**config.mk**
```make
export PLATFORM = sky130hd
export DESIGN_NAME = load_store_unit
export DESIGN_NICKNAME = d
export VERILOG_FILES = /design/src/rtl/load_store_unit.sv
export SDC_FILE = /design/constraint.sdc
export NUM_CORES = 1
export LEC_CHECK = 0
export ABC_AREA = 1
export BUFFER_PORTS_ARGS = -buffer_cell sky130_fd_sc_hd__buf_4
export CORE_MARGIN = 5
export CORE_UTILIZATION = 53
export CTS_BUF_LIST = sky130_fd_sc_hd__clkbuf_4 sky130_fd_sc_hd__clkbuf_8
export DETAILED_ROUTE_END_ITERATION = 8
export PLACE_DENSITY_LB_ADDON = 0.3
export SLEW_MARGIN = 25
export SYNTH_ARGS = -nofsm -noshare
export SYNTH_HDL_FRONTEND = slang
export SYNTH_SLANG_ARGS = --single-unit
```
**constraint.sdc**
```tcl
create_clock -name clk -period 8.3 [get_ports clk]
set_clock_uncertainty 0.2 [all_clocks]
set_input_delay 0.83 -clock clk [delete_from_list [all_inputs] [get_ports clk]]
set_output_delay 0.83 -clock clk [all_outputs]
set_load 0.005 [all_outputs]
```
**src/rtl/load_store_unit.sv**
```systemverilog
// rtl/load_store_unit.sv - single-request load/store bus sequencer with byte-lane steering
// Optional bus-wait timeout enabled by defining LSU_BUS_TIMEOUT_EN.
module load_store_unit #(
    parameter int XLEN           = 32,
    parameter int TIMEOUT_CYCLES = 255
) (
    input  logic            clk,
    input  logic            reset,
    input  logic            start,
    input  logic            is_store,
    input  logic [2:0]      funct3,
    input  logic [XLEN-1:0] addr,
    input  logic [XLEN-1:0] wdata,
    output logic            busy,
    output logic            done,
    output logic            err,
    output logic [XLEN-1:0] rdata_aligned,
    output logic            bus_req,
    output logic            bus_we,
    output logic [XLEN-1:0] bus_addr,
    output logic [XLEN-1:0] bus_wdata,
    output logic [3:0]      bus_be,
    input  logic            bus_ack,
    input  logic [XLEN-1:0] bus_rdata
);

    typedef enum logic [1:0] {IDLE, ACCESS, RESP} state_t;

    state_t            state_q, state_d;
    logic              busy_q, busy_d;
    logic              done_q, done_d;
    logic              err_q, err_d;
    logic [XLEN-1:0]   rdata_q, rdata_d;
    logic              bus_req_q, bus_req_d;
    logic              bus_we_q, bus_we_d;
    logic [XLEN-1:0]   bus_addr_q, bus_addr_d;
    logic [XLEN-1:0]   bus_wdata_q, bus_wdata_d;
    logic [3:0]        bus_be_q, bus_be_d;
    logic [1:0]        off_q, off_d;

    logic              misaligned;
    logic [3:0]        be_req;
    logic [XLEN-1:0]   wdata_rep;

`ifdef LSU_BUS_TIMEOUT_EN
    localparam int CW = (TIMEOUT_CYCLES > 1) ? $clog2(TIMEOUT_CYCLES) : 1;
    logic [CW-1:0] cnt_q, cnt_d;
`else
    logic timeout_param_unused;
    assign timeout_param_unused = (TIMEOUT_CYCLES > 0);
`endif

    logic funct3_sign_unused;
    assign funct3_sign_unused = funct3[2];

    // Lane selection depends only on size (funct3[1:0]); signedness is handled downstream.
    always_comb begin
        misaligned = 1'b0;
        be_req     = 4'b1111;
        wdata_rep  = wdata;
        case (funct3[1:0])
            2'b00: begin
                be_req    = 4'b0001 << addr[1:0];
                wdata_rep = {(XLEN/8){wdata[7:0]}};
            end
            2'b01: begin
                misaligned = addr[0];
                be_req     = 4'b0011 << addr[1:0];
                wdata_rep  = {(XLEN/16){wdata[15:0]}};
            end
            default: misaligned = (addr[1:0] != 2'b00);
        endcase
    end

    always_comb begin
        state_d     = state_q;
        busy_d      = busy_q;
        done_d      = 1'b0;
        err_d       = err_q;
        rdata_d     = rdata_q;
        bus_req_d   = bus_req_q;
        bus_we_d    = bus_we_q;
        bus_addr_d  = bus_addr_q;
        bus_wdata_d = bus_wdata_q;
        bus_be_d    = bus_be_q;
        off_d       = off_q;
`ifdef LSU_BUS_TIMEOUT_EN
        cnt_d       = cnt_q;
`endif
        case (state_q)
            IDLE: begin
                if (start) begin
                    busy_d  = 1'b1;
                    rdata_d = '0;
                    if (misaligned) begin
                        state_d = RESP;
                        err_d   = 1'b1;
                        done_d  = 1'b1;
                    end else begin
                        state_d     = ACCESS;
                        err_d       = 1'b0;
                        bus_req_d   = 1'b1;
                        bus_we_d    = is_store;
                        bus_addr_d  = {addr[XLEN-1:2], 2'b00};
                        bus_wdata_d = wdata_rep;
                        bus_be_d    = be_req;
                        off_d       = addr[1:0];
`ifdef LSU_BUS_TIMEOUT_EN
                        cnt_d       = '0;
`endif
                    end
                end
            end
            ACCESS: begin
                if (bus_ack) begin
                    state_d   = RESP;
                    bus_req_d = 1'b0;
                    done_d    = 1'b1;
                    rdata_d   = bus_we_q ? '0 : (bus_rdata >> {off_q, 3'b000});
                end
`ifdef LSU_BUS_TIMEOUT_EN
                else if (cnt_q == CW'(TIMEOUT_CYCLES - 1)) begin
                    state_d   = RESP;
                    bus_req_d = 1'b0;
                    done_d    = 1'b1;
                    err_d     = 1'b1;
                    rdata_d   = '0;
                end else begin
                    cnt_d = cnt_q + 1'b1;
                end
`endif
            end
            RESP: begin
                state_d = IDLE;
                busy_d  = 1'b0;
            end
            default: begin
                state_d   = IDLE;
                busy_d    = 1'b0;
                bus_req_d = 1'b0;
            end
        endcase
    end

    always_ff @(posedge clk or posedge reset) begin
        if (reset) begin
            state_q     <= IDLE;
            busy_q      <= 1'b0;
            done_q      <= 1'b0;
            err_q       <= 1'b0;
            rdata_q     <= '0;
            bus_req_q   <= 1'b0;
            bus_we_q    <= 1'b0;
            bus_addr_q  <= '0;
            bus_wdata_q <= '0;
            bus_be_q    <= 4'b0000;
            off_q       <= 2'b00;
`ifdef LSU_BUS_TIMEOUT_EN
            cnt_q       <= '0;
`endif
        end else begin
            state_q     <= state_d;
            busy_q      <= busy_d;
            done_q      <= done_d;
            err_q       <= err_d;
            rdata_q     <= rdata_d;
            bus_req_q   <= bus_req_d;
            bus_we_q    <= bus_we_d;
            bus_addr_q  <= bus_addr_d;
            bus_wdata_q <= bus_wdata_d;
            bus_be_q    <= bus_be_d;
            off_q       <= off_d;
`ifdef LSU_BUS_TIMEOUT_EN
            cnt_q       <= cnt_d;
`endif
        end
    end

    assign busy          = busy_q;
    assign done          = done_q;
    assign err           = err_q;
    assign rdata_aligned = rdata_q;
    assign bus_req       = bus_req_q;
    assign bus_we        = bus_we_q;
    assign bus_addr      = bus_addr_q;
    assign bus_wdata     = bus_wdata_q;
    assign bus_be        = bus_be_q;

endmodule

```
==> results.json, run 1 <==
{
  "crit_path_frequent_cell": "buf_4",
  "critPathMaxStageDelay_ns": 0.56,
  "grt_use_total_pct": 25.7,
  "worstPathArrival_ns": 2.56,
  "setup_violations": 0,
  "insertedDiodeCount": 0,
  "timing.final.hold_violations": 0,
  "r2r_start": "state_q[1]",
  "die_w_um": 107,
  "slew_headroom_pct": 41.4,
  "layout.cells.most_common_list": "nand2_1 (321), buf_4 (207), dfrtp_1 (107), o21ai_0 (74), inv_1 (40)",
  "final_common_cell": "nand2_1",
  "crit_path_start": "funct3[1]",
  "post-route-period-util_pct": 30.7,
  "rsz0062_at_grt": "false",
  "gp_congestion": 0.913,
  "path_max_fanout": 65,
  "yosysWarnings": 0,
  "initialDrtViolationCount": 272,
  "drv_cap": 0,
  "status": "finished clean",
  "start_util_pct": 54.0,
  "postCtsSetupBuffers": 0,
  "power_w": 0.00184,
  "drc": 0,
  "ant_nets": 0,
  "clock_path_buffers": 2,
  "cts_tree": "built",
  "critical_path.slowest_cell": "buf_4",
  "grt-ovfl-total": 0,
  "rows": 35,
  "fin_util_pct": 73.4,
  "netlist_area_um2": 4940,
  "fp.coreArea_um2": 9150,
  "htree_levels": 3,
  "leakage_nw": 3.85,
  "cts_hold_buf": 0,
  "grt_max_degree": 84,
  "path_buf_inv": 4,
  "dp_hpwl_um": 10900,
  "grt_pass1_vias": 4814,
  "fmax_ghz": 0.392,
  "synth_cell_types": 18,
  "worstSetupPathType": "input pin to register",
  "ir_drop_mv": 0.176,
  "clock-sinks": 107,
  "min_path_type": "input pin to asynchronous set/reset pin",
  "cts_resized": 0,
  "post_drt_wl_per_cell_um": 15.1,
  "start_kind": "input pin",
  "dr.max_layer_used": "met4",
  "dieHeight_um": 107,
  "synth_area_per_cell_um2": 7.64,
  "cts_root_buf": "clkbuf_8",
  "fin_crit_ns": 2.55,
  "cts_buffers": 9,
  "layout-drive-gt1-share_pct": 28.3,
  "num-fill-cells": 730,
  "drt-vias-per-instance": 5.12,
  "p_per_area_nw_per_um2": 274,
  "drt-met1-wl_um": 5700,
  "cp-end-kind": "register",
  "worst_pin_slew_ns": 0.876,
  "placed_area_um2": 6520,
  "multi_input_area_um2": 1920,
  "io_pins": 209,
  "grt_antenna_before_repair": 0,
  "critPathRequiredTime_ns": 8.31,
  "nets": 940,
  "tns_ns": 0,
  "vias": 4869,
  "path_clk_slew_ns": 0.10,
  "grt_pass1_wl_um": 23400,
  "final-max-slew-violation-count": 0,
  "ys_seq_area_share_pct": 54.2,
  "drtPass1Iterations": 4,
  "io_buffers": 205,
  "cpLargestDelayFamily": "buffers and inverters",
  "synthCells": 647,
  "clk_latency_ns": 0.35,
  "die-area_um2": 11400,
  "met3RoutedLength_um": 1420,
  "crit_chain": "buf_4, inv_1, nand3_1, nand2_1, inv_2, nand2_2, buf_4, o21ai_0",
  "met2_length_um": 6980,
  "register_area_um2": 2680,
  "stdcell_area_um2": 6720,
  "ys_ff_latch": 107,
  "syn_to_final_growth_pct": 36.0,
  "wl_um": 14400
}
## layer usage
metal / track usage, % / up-vias
met3: 7.10 / 27
met5: 0 / -
met1: 32.6 / 2252
met4: 8.40 / 0
li1: - / 2367
met2: 42.9 / 223
## synth_stat cells
cell | number | area, µm²
nand2_1 | 321 | 1200
buf_2 | 18 | 90.1
nor2_2 | 2 | 12.5
inv_2 | 4 | 15.0
nor3_4 | 1 | 16.3
inv_1 | 41 | 154
clkinv_1 | 2 | 7.51
clkbuf_1 | 7 | 26.3
nand3_1 | 28 | 140
o21ai_1 | 2 | 10.0
nand2_2 | 4 | 25.0
conb_1 | 1 | 3.75
o21ai_4 | 1 | 16.3
dfrtp_1 | 107 | 2680
o21ai_0 | 74 | 370
nor2_1 | 15 | 56.3
buf_4 | 8 | 60.1
a21oi_1 | 11 | 55.1
## logic make-up after synthesis
| family | after synthesis | synth area share [%] |
|---|---|---|
| other | 1 | 0.0759 |
| AND/OR/NAND/NOR | 371 | 29.5 |
| buffers and inverters | 80 | 7.14 |
| flip-flops | 107 | 54.2 |
| AO/OA/AOI/OAI | 88 | 9.14 |
## per-stage QoR
step	std cells	hold WS (ns)	worst slack (ns)
CTS	951	0.226	5.75
detailed placement	936	0.260	5.34
floorplan	648	0.265	4.45
global route	951	0.244	5.49
finish	951	0.223	5.75
global placement	934	0.256	5.34
## area by class of cell
type / count / area share (%)
multi-input cells: 461 / 28.6
repair buffers: 210 / 23.9
well taps: 111 / 2.07
inverters: 47 / 2.66
clock buffers: 10 / 1.96
flip-flops and latches: 107 / 39.9
clock inverters: 5 / 0.950
## worst paths after layout
kind | to | slack, ns | cells after the start
hold reg to reg | bus_addr[22] | 0.28 | 2
setup / recovery | bus_wdata[31] | 5.75 | 8
max in group asynchronous | bus_addr[17] | 6.63 | 3
min in group clk | bus_addr[22] | 0.28 | 2
setup reg to reg | bus_wdata[31] | 6.16 | 6
hold / removal | rdata_aligned[16] | 0.22 | 2
## sequential cells by signal, indices dropped and copies added (netlist names)
name and cells:
bus_addr 30, state_q 2, done 1, err 1, busy 1, bus_be 4, bus_we 1, rdata_aligned 32
bus_req 1, bus_wdata 32, off_q 2
## where the power goes
group	switching, W	leakage [nW]	internal [W]
Combinational	0.000366	2.38	0.000348
Sequential	0.000114	1.37	0.000693
Clock	0.000178	0.0964	0.000144
Total	0.000658	3.85	0.00119
Power figures use the tool's default switching activity.
==> inputs of run 2 (changes only) <==
--- a/config.mk
+++ b/config.mk
@@ -5,10 +5,10 @@
 export SDC_FILE = /design/constraint.sdc
 export NUM_CORES = 1
 export LEC_CHECK = 0
-export ABC_AREA = 1
+export ABC_AREA = 0
 export BUFFER_PORTS_ARGS = -buffer_cell sky130_fd_sc_hd__buf_4
 export CORE_MARGIN = 5
-export CORE_UTILIZATION = 53
+export CORE_UTILIZATION = 45
 export CTS_BUF_LIST = sky130_fd_sc_hd__clkbuf_4 sky130_fd_sc_hd__clkbuf_8
 export DETAILED_ROUTE_END_ITERATION = 8
 export PLACE_DENSITY_LB_ADDON = 0.3
==> constraint.sdc (replaced) <==
create_clock -name clk -period 2.3 [get_ports clk]
set_clock_uncertainty 0.2 [all_clocks]
set_input_delay 0.23 -clock clk [delete_from_list [all_inputs] [get_ports clk]]
set_output_delay 0.23 -clock clk [all_outputs]
set_load 0.005 [all_outputs]
==> run 2 against run 1 <==
Against the previous run:
- combinational power rose to 3.3 times the previous value
- die area grew 15%
- worst hold slack worse by 0.20 ns
- cell area grew 10%
- clock power rose to 3.6 times the previous value
- global-route usage fell by 5.2 points
- critical path depth fell by 2
- final cell count decreased by 19%
- wire length down 6.6%
==> results.json, run 2 <==
{
  "leakage_nw": 3.56,
  "cts_root_buf": "clkbuf_8",
  "tns_ns": 0,
  "grt_max_degree": 108,
  "synth_cell_types": 39,
  "gp_congestion": 0.850,
  "num-fill-cells": 804,
  "syn_to_final_growth_pct": 51.3,
  "critical_path.slowest_cell": "dlygate4sd3_1",
  "fin_crit_ns": 2.11,
  "layout.cells.most_common_list": "buf_4 (214), dfrtp_1 (107), mux2_2 (75), dlygate4sd3_1 (61), mux2i_1 (25)",
  "fp.coreArea_um2": 10700,
  "crit_chain": "dlygate4sd3_1, buf_4, a21oi_1, o21ai_4, buf_12, mux2_2",
  "place_inst": 693,
  "ant_nets": 0,
  "htree_levels": 3,
  "grt_antenna_before_repair": 0,
  "rows": 38,
  "critPathRequiredTime_ns": 2.34,
  "netlist_area_um2": 4890,
  "io_pins": 209,
  "grt_use_total_pct": 20.6,
  "ys_ff_latch": 107,
  "grt_pass1_wl_um": 21300,
  "synthCells": 367,
  "slew_headroom_pct": 55.3,
  "clock-sinks": 107,
  "path_max_fanout": 32,
  "cp-end-kind": "register",
  "cpLargestDelayFamily": "buffers and inverters",
  "yosysWarnings": 0,
  "grt_pass1_vias": 4167,
  "multi_input_area_um2": 2040,
  "fmax_ghz": 0.474,
  "worstSetupPathType": "input pin to register",
  "ir_drop_mv": 0.479,
  "setup_violations": 0,
  "ys_async_sr_fraction_pct": 100,
  "io_buffers": 205,
  "rsz0062_at_grt": "false",
  "cts_buffers": 9,
  "initialDrtViolationCount": 238,
  "clock_path_buffers": 2,
  "synth_common_cells": "dfrtp_1 (107), mux2_2 (75), mux2i_1 (25)",
  "vias": 3959,
  "final_common_cell": "buf_4",
  "nets": 729,
  "drv_cap": 0,
  "die_w_um": 114,
  "start_kind": "input pin",
  "cts_tree": "built",
  "post_drt_wl_per_cell_um": 17.5,
  "p_per_area_nw_per_um2": 849,
  "synth_edf_count": 0,
  "start_util_pct": 45.5,
  "synth_area_per_cell_um2": 13.3,
  "drc": 0,
  "layout-drive-gt1-share_pct": 50.1,
  "final-max-slew-violation-count": 0,
  "dp_hpwl_um": 9230,
  "synth_top_area_share_pct": 54.8,
  "wl_um": 13500,
  "path_buf_inv": 3,
  "register_area_um2": 2680,
  "status": "finished clean",
  "worst_pin_slew_ns": 0.670,
  "worstPathArrival_ns": 2.15,
  "ys_seq_area_share_pct": 54.8,
  "cts_resized": 0,
  "dieHeight_um": 114,
  "path_clk_slew_ns": 0.09,
  "timing.final.hold_violations": 0,
  "critPathMaxStageDelay_ns": 0.55,
  "post-route-period-util_pct": 91.8,
  "grt-ovfl-total": 0,
  "ys.flop_type": "dfrtp_1",
  "synthTopCellsByArea": "dfrtp_1 (55%), mux2_2 (17%), mux2i_1 (5.1%), a22o_1 (2.9%), o2bb2ai_1 (2.9%)",
  "drtPass1Iterations": 4,
  "synth_largest_area_cell": "dfrtp_1",
  "clk_latency_ns": 0.35,
  "drt-vias-per-instance": 5.15,
  "yosysMostFrequentCell": "dfrtp_1",
  "insertedDiodeCount": 0,
  "layout.cells.non_filler": 769,
  "min_path_type": "input pin to register",
  "die-area_um2": 13000
}
-- run 2: path summary, 6_finish.rpt --
path	startpoint	end	slack, ns	cells past startpoint
min	wdata[29]	bus_wdata[29]	0.02	4
max reg2reg	state_q[1]	bus_addr[25]	0.45	4
max in group asynchronous	reset	bus_wdata[30]	1.08	4
min reg2reg	bus_be[0]	bus_be[0]	0.29	1
max	addr[1]	bus_addr[25]	0.19	6
min in group asynchronous	reset	rdata_aligned[30]	0.40	4
-- run 2: final cells by class --
type                       count  area share, %
sequential                   107           36.2
timing repair buffer         278           30.8
multi-input combinational    225           27.6
tap                          140           2.37
clock buffer                  13           2.25
clock inverter                 2          0.474
inverter                       4          0.254
-- run 2: worst register-to-register path, cell delays in order, from the launching register on --
cell	delay (ns)
dfrtp_1	0.48
nor3b_2	0.32
o21ai_4	0.21
buf_12	0.22
mux2_2	0.32
-- run 2: cells by family after synthesis --
group	synth area share, %
AND/OR/NAND/NOR	5.35
flip-flops	54.8
multiplexers	23.8
XOR/XNOR	0.179
AO/OA/AOI/OAI	11.9
buffers and inverters	3.94
other	0.0768
-- run 2: metal layers --
metal  GRT usage (%)  vias to the layer above  routed length [µm]
met5               0                        -                   0
met4            8.16                        0                 294
met3            5.34                       22                1100
met2            34.9                      158                6870
met1            25.1                     1930                5200
li1                -                     1849                   -
-- run 2: where the power goes --
part	total [W]	internal, W	leakage [nW]	switching, W
Clock	0.00117	0.000581	0.106	0.000590
Combinational	0.00235	0.00144	2.13	0.000909
Sequential	0.00275	0.00242	1.33	0.000333
-- run 2: timing repair --
action	4_1_cts	5_1_grt
setup buffers	0	0
setup endpoints to repair	0	0
hold buffers	61	0
hold endpoints to repair	171	0
-- run 2: stage by stage --
step / setup slack (ns) / area, µm² / utilization (%) / total power [W] / hold WS, ns
2_1_floorplan: 0.582 / 4890 / - / 0.00381 / 0.138
3_3_place_gp: 0.422 / 6580 / 61.2 / 0.00499 / 0.248
3_5_place_dp: 0.385 / 6580 / 61.2 / 0.00508 / 0.249
4_1_cts: 0.199 / 7390 / 68.8 / 0.00635 / 0.00000522
5_1_grt: 0.131 / 7390 / 68.8 / 0.00668 / 0.0187
6_report: 0.189 / 7390 / 68.8 / 0.00627 / 0.0244
